**src/rtl/seq_pkg.sv**
```systemverilog
// Shared types and constants for the instruction sequencer and its program memory.
package seq_pkg;

  localparam int IW     = 12;
  localparam int OP_MSB = 11;
  localparam int OP_LSB = 9;

  typedef enum logic [1:0] {
    IDLE = 2'd0,
    RUN  = 2'd1,
    DONE = 2'd2
  } state_t;

endpackage

```
**src/rtl/seq_prog_mem.sv**
```systemverilog
// Program store: DEPTH x IW register array, synchronous write, combinational read.
module seq_prog_mem
  import seq_pkg::*;
#(
  parameter int WIDTH = IW,
  parameter int DEPTH = 16,
  parameter int AW    = $clog2(DEPTH)
) (
  input  logic             clk,
  input  logic             we,
  input  logic [AW-1:0]    waddr,
  input  logic [WIDTH-1:0] wdata,
  input  logic [AW-1:0]    raddr,
  output logic [WIDTH-1:0] rdata
);

  logic [WIDTH-1:0] mem [DEPTH];

  always_ff @(posedge clk) begin
    if (we) mem[waddr] <= wdata;
  end

  assign rdata = mem[raddr];

endmodule

```
**src/rtl/instruction_sequencer.sv**
```systemverilog
// Issues the first prog_len program words in order over a valid/ready interface.
// Optional SEQ_LOOP_EN adds a loop input that restarts the program without a bubble.
module instruction_sequencer
  import seq_pkg::*;
#(
  parameter int IW    = seq_pkg::IW,
  parameter int DEPTH = 16,
  parameter int AW    = $clog2(DEPTH)
) (
  input  logic          clk,
  input  logic          rst,
  input  logic          prog_we,
  input  logic [AW-1:0] prog_addr,
  input  logic [IW-1:0] prog_data,
  input  logic [AW:0]   prog_len,
  input  logic          start,
  input  logic          stop,
`ifdef SEQ_LOOP_EN
  input  logic          loop,
`endif
  output logic [IW-1:0] instr_out,
  output logic          instr_valid,
  input  logic          instr_ready,
  output logic [AW-1:0] pc,
  output logic          busy,
  output logic          done
);

  state_t        state;
  logic [AW-1:0] last_pc;
  logic          loop_q;
  logic [AW-1:0] rd_addr;
  logic [IW-1:0] rd_data;
  logic          hs;
  logic          at_last;
  logic          mem_we;

  assign hs      = instr_valid && instr_ready;
  assign at_last = (pc == last_pc);
  assign mem_we  = prog_we && (state != RUN);

  // Read the word that will be presented next cycle, so issue never bubbles.
  always_comb begin
    rd_addr = pc + AW'(1);
    if (state != RUN || at_last) rd_addr = '0;
  end

  seq_prog_mem #(
    .WIDTH(IW),
    .DEPTH(DEPTH),
    .AW   (AW)
  ) u_mem (
    .clk  (clk),
    .we   (mem_we),
    .waddr(prog_addr),
    .wdata(prog_data),
    .raddr(rd_addr),
    .rdata(rd_data)
  );

  always_ff @(posedge clk) begin
    if (rst) begin
      state       <= IDLE;
      pc          <= '0;
      instr_out   <= '0;
      instr_valid <= 1'b0;
      busy        <= 1'b0;
      done        <= 1'b0;
      loop_q      <= 1'b0;
    end else begin
      case (state)
        IDLE: begin
          done <= 1'b0;
          if (start && !stop) begin
            if (prog_len == '0) begin
              state <= DONE;
              done  <= 1'b1;
            end else begin
              state       <= RUN;
              pc          <= '0;
              instr_out   <= rd_data;
              instr_valid <= 1'b1;
              busy        <= 1'b1;
              last_pc     <= AW'(prog_len - 1'b1);
`ifdef SEQ_LOOP_EN
              loop_q      <= loop;
`else
              loop_q      <= 1'b0;
`endif
            end
          end
        end
        RUN: begin
          done <= 1'b0;
          if (stop) begin
            state       <= IDLE;
            instr_valid <= 1'b0;
            busy        <= 1'b0;
          end else if (hs) begin
            if (at_last && !loop_q) begin
              state       <= DONE;
              instr_valid <= 1'b0;
              busy        <= 1'b0;
              done        <= 1'b1;
            end else begin
              // rd_addr already folds the wrap back to 0 for looping runs.
              pc        <= rd_addr;
              instr_out <= rd_data;
              done      <= at_last;
            end
          end
        end
        DONE: begin
          state <= IDLE;
          done  <= 1'b0;
        end
        default: state <= IDLE;
      endcase
    end
  end

endmodule

```
**config.mk**
```make
export PLATFORM = sky130hd
export DESIGN_NAME = instruction_sequencer
export DESIGN_NICKNAME = d
export VERILOG_FILES = /design/src/rtl/seq_pkg.sv /design/src/rtl/seq_prog_mem.sv /design/src/rtl/instruction_sequencer.sv
export SDC_FILE = /design/constraint.sdc
export NUM_CORES = 1
export LEC_CHECK = 0
export CAP_MARGIN = 0
export CORE_UTILIZATION = 29
export CTS_BUF_LIST = sky130_fd_sc_hd__clkbuf_8 sky130_fd_sc_hd__clkbuf_16
export DETAILED_ROUTE_END_ITERATION = 8
export PLACE_DENSITY = 0.53
export SYNTH_ARGS = -nofsm -noshare
export SYNTH_HDL_FRONTEND = slang
export SYNTH_SLANG_ARGS = --single-unit
```
**constraint.sdc**
```tcl
create_clock -name clk -period 3.2 [get_ports clk]
set_clock_uncertainty 0.2 [all_clocks]
set_input_delay 0.64 -clock clk [delete_from_list [all_inputs] [get_ports clk]]
set_output_delay 0.64 -clock clk [all_outputs]
set_load 0.03 [all_outputs]
```
==> out/metrics.cfg <==
[status]
status = complete, no violations

[synth]
synth_xor_area_share_pct = 0.992
synth_seq_cells = 216
synth_warnings = 0
syn_avg_cell_area_um2 = 14.9
synthSimpleGateAreaFrac_pct = 5.15
synthTopCellsByCount = 196 x edfxtp_1, 37 x nand2_1, 37 x nor2_1
syn_area_um2 = 8700
yosysTopAreaCell = edfxtp_1
synth_compound_area_share_pct = 13.6
synth_seq_area_share_pct = 72.2
synth_top_cells_by_area = edfxtp_1 68%, dfxtp_1 4.6%, mux2i_1 3.0%
ys_async_sr_fraction_pct = 0
synthCells = 584
synthFlopType = edfxtp_1
yosys.area_share.adder_pct = 0.863
synth_edf_count = 196
synth_top_family_by_area = compound AO/OA/AOI/OAI gates
yosysMostFrequentCell = edfxtp_1
synthMuxAreaShare_pct = 4.54
synth_top_area_share_pct = 67.6
synthDistinctLibCells = 49
syn_nets = 617

[critical_path]
worst_ep_required_time_ps = 3370
crit_buf_inv = 1
cp_cell_sequence = xor2_1 > o41a_1 > buf_4 > nand2_1 > o21bai_1 > o311ai_1 > a311oi_1
reg2reg_slack_ps = 270
crit_path_top_delay_cell = dfxtp_1
crit_arrival_ps = 3100
reg2reg_depth = 7
rr_endpoint = instr_out[8]
cp_max_fo = 13
crit_family = compound AO/OA/AOI/OAI gates
max_stage_delay_ps = 440
worstReg2RegStart = pc[1]
criticalPathCategory = reg2reg
start_kind = flip-flop
cp-end-kind = flip-flop

[floorplan]
dieWidth_um = 175
coreArea_um2 = 29600
die_area_um2 = 30700
die_y_um = 175
start_util_pct = 29.4
ioPinCount = 46
num_rows = 63

[power]
pwr-share-clk_pct = 34.0
leakagePower_nw = 3.41
seqPwrFrac_pct = 42.3
netSwitchingFraction_pct = 29.2
pwr_density_cell_nw_per_um2 = 741
internal-power_w = 0.00556
switching_power_w = 0.00229
max-vdd-ir-drop_uv = 366
power_frac_comb_pct = 23.7

[sta]
setup_violations = 0
fin_crit_ps = 2930
timing.hold.ws_ps = 266
relSlewSlack_pct = 35.5
max_slew.worst_pin.slew_ps = 961
maxSlewViolCount = 0
fmax_mhz = 342
hold_viol = 0
rsz0062_at_grt = false
period_share_pct = 91.5
layout_setup_ws_ps = 272

[place]
pre_cts_ws_ps = 70.0
dpl.hpwl_mm = 14.1
post_dp_cell_area_um2 = 9820
place_congestion = 0.803
port_buffers = 45

[layout]
final_nets = 692
n_fill_cell = 2794
final_area_um2 = 10600
drive_gt1_share_pct = 14.6
diodes = 0
fin_util_pct = 35.9
syn2layout_area_growth_pct = 21.8

[clock_tree]
cts-root-buf = clkbuf_16
path_clk_slew_ps = 60
cts_max_level = 1
cts_tree = built
cts_buffer_depth = 3
post_cts_buffers = 0
cts-buffers-inserted = 24
ctsHoldBuffers = 0
cts_resized = 0
insertion_delay_ps = 500
clock-sinks = 216

[global_routing]
grt-ovfl-total = 0
first_global_vias = 5235
grt_max_degree = 63
grt_antenna_before_repair = 0
grt_first_pass_wirelength_mm = 32.7
grt_usage_pct = 14.2

[flow_run]
drv_cap = 0

[detailed_routing]
vias = 5364
wl_per_cell_um = 20.5
viasPerCell = 5.03
drt.antenna.violating_nets = 0
drc = 0
drt-pass1-iter-count = 5
drt_iter0_drc = 490
drt-total-wl_mm = 21.8

[min_path]
hp-start = done
holdPathEnd = done
hp-class = reg2reg
hold_depth = 2

[routing by layer]
layer  share of wire (%)  track usage (%)
met4                 1.7             3.41
met2                  47             22.9
met1                  47             20.2
met3                 5.3             2.02
met5                   0                0
[final cells by class]
type | instances | area [um^2] | area share, %
Tap cell | 390 | 488 | 4.60
Timing Repair Buffer | 89 | 793 | 7.49
Multi-Input combinational cell | 320 | 2220 | 21.0
Clock buffer | 25 | 626 | 5.90
Sequential cell | 216 | 6290 | 59.3
Clock inverter | 18 | 150 | 1.42
Inverter | 8 | 30.0 | 0.283
[stage by stage]
stage / std cells / total power, W / setup TNS [ps]
after CTS: 1066 / 0.00791 / 0
final: 1066 / 0.00785 / 0
after global placement: 1023 / 0.00521 / -4620
after global routing: 1066 / 0.00815 / 0
after floorplan: 584 / 0.00448 / 0
after detailed placement: 1023 / 0.00523 / 0
[worst max path at each step]
| stage | start | depth (start not counted) | end |
|---|---|---|---|
| floorplan | state[1] | 7 | u_mem.mem[0][0] |
| global placement | prog_len[0] | 8 | instr_out[1] |
| detailed placement | prog_len[0] | 8 | instr_out[6] |
| CTS | pc[1] | 5 | instr_out[7] |
| global route | pc[1] | 7 | instr_out[4] |
| finish | pc[1] | 7 | instr_out[8] |
[cells by family (layout without fill, tap and decap cells)]
logic type	after synthesis	in the layout
AND/OR/NAND/NOR	102	102
multiplexers	38	38
adder cells (fa/ha/maj)	6	6
XOR/XNOR	9	9
flip-flops	216	216
AO/OA/AOI/OAI	165	165
buffers and inverters	48	140
[layout by cell type (no fill, tap or decap), types with 2 or more instances in the layout]
master           instances
o21ai_0                 18
o21ai_1                  2
inv_1                   14
a31oi_1                 14
clkinv_1                 6
mux2_2                  12
nor4_1                   2
o22ai_1                 12
clkinv_2                 3
a221o_1                 11
mux2i_1                 26
clkbuf_16               25
a211oi_1                11
edfxtp_1               196
xor2_1                   6
a21oi_1                 30
a221oi_1                12
bufinv_16                3
ha_1                     5
dfxtp_1                 19
or3_1                    2
nor3_2                   5
a222oi_1                11
a22oi_1                 13
o221ai_1                11
nand2_1                 37
buf_4                   43
nand3_1                  5
nand2b_1                 5
clkdlybuf4s50_1         45
nor2_1                  37
nor3_1                   2
o21bai_1                12
[power groups by stage]
stage               combinational (W)  clock [W]  sequential [W]
floorplan                    0.000999          0         0.00348
global placement              0.00184          0         0.00337
detailed placement            0.00186          0         0.00337
CTS                           0.00186    0.00273         0.00332
global route                  0.00199    0.00283         0.00333
finish                        0.00186    0.00267         0.00332
[registers in the layout, summed over array words and instances, names as in the netlist]
register and count:
busy 1, done 1, instr_out 12, last_pc 4, pc 4, state 2, u_mem.mem 192
[worst min-delay path: cells and delay by family (launching register included)]
kind             cells  cell delay, ps
flip-flops           1             310
AND/OR/NAND/NOR      1              60
AO/OA/AOI/OAI        1              50
Note: power is estimated with default switching activity, not from simulation.
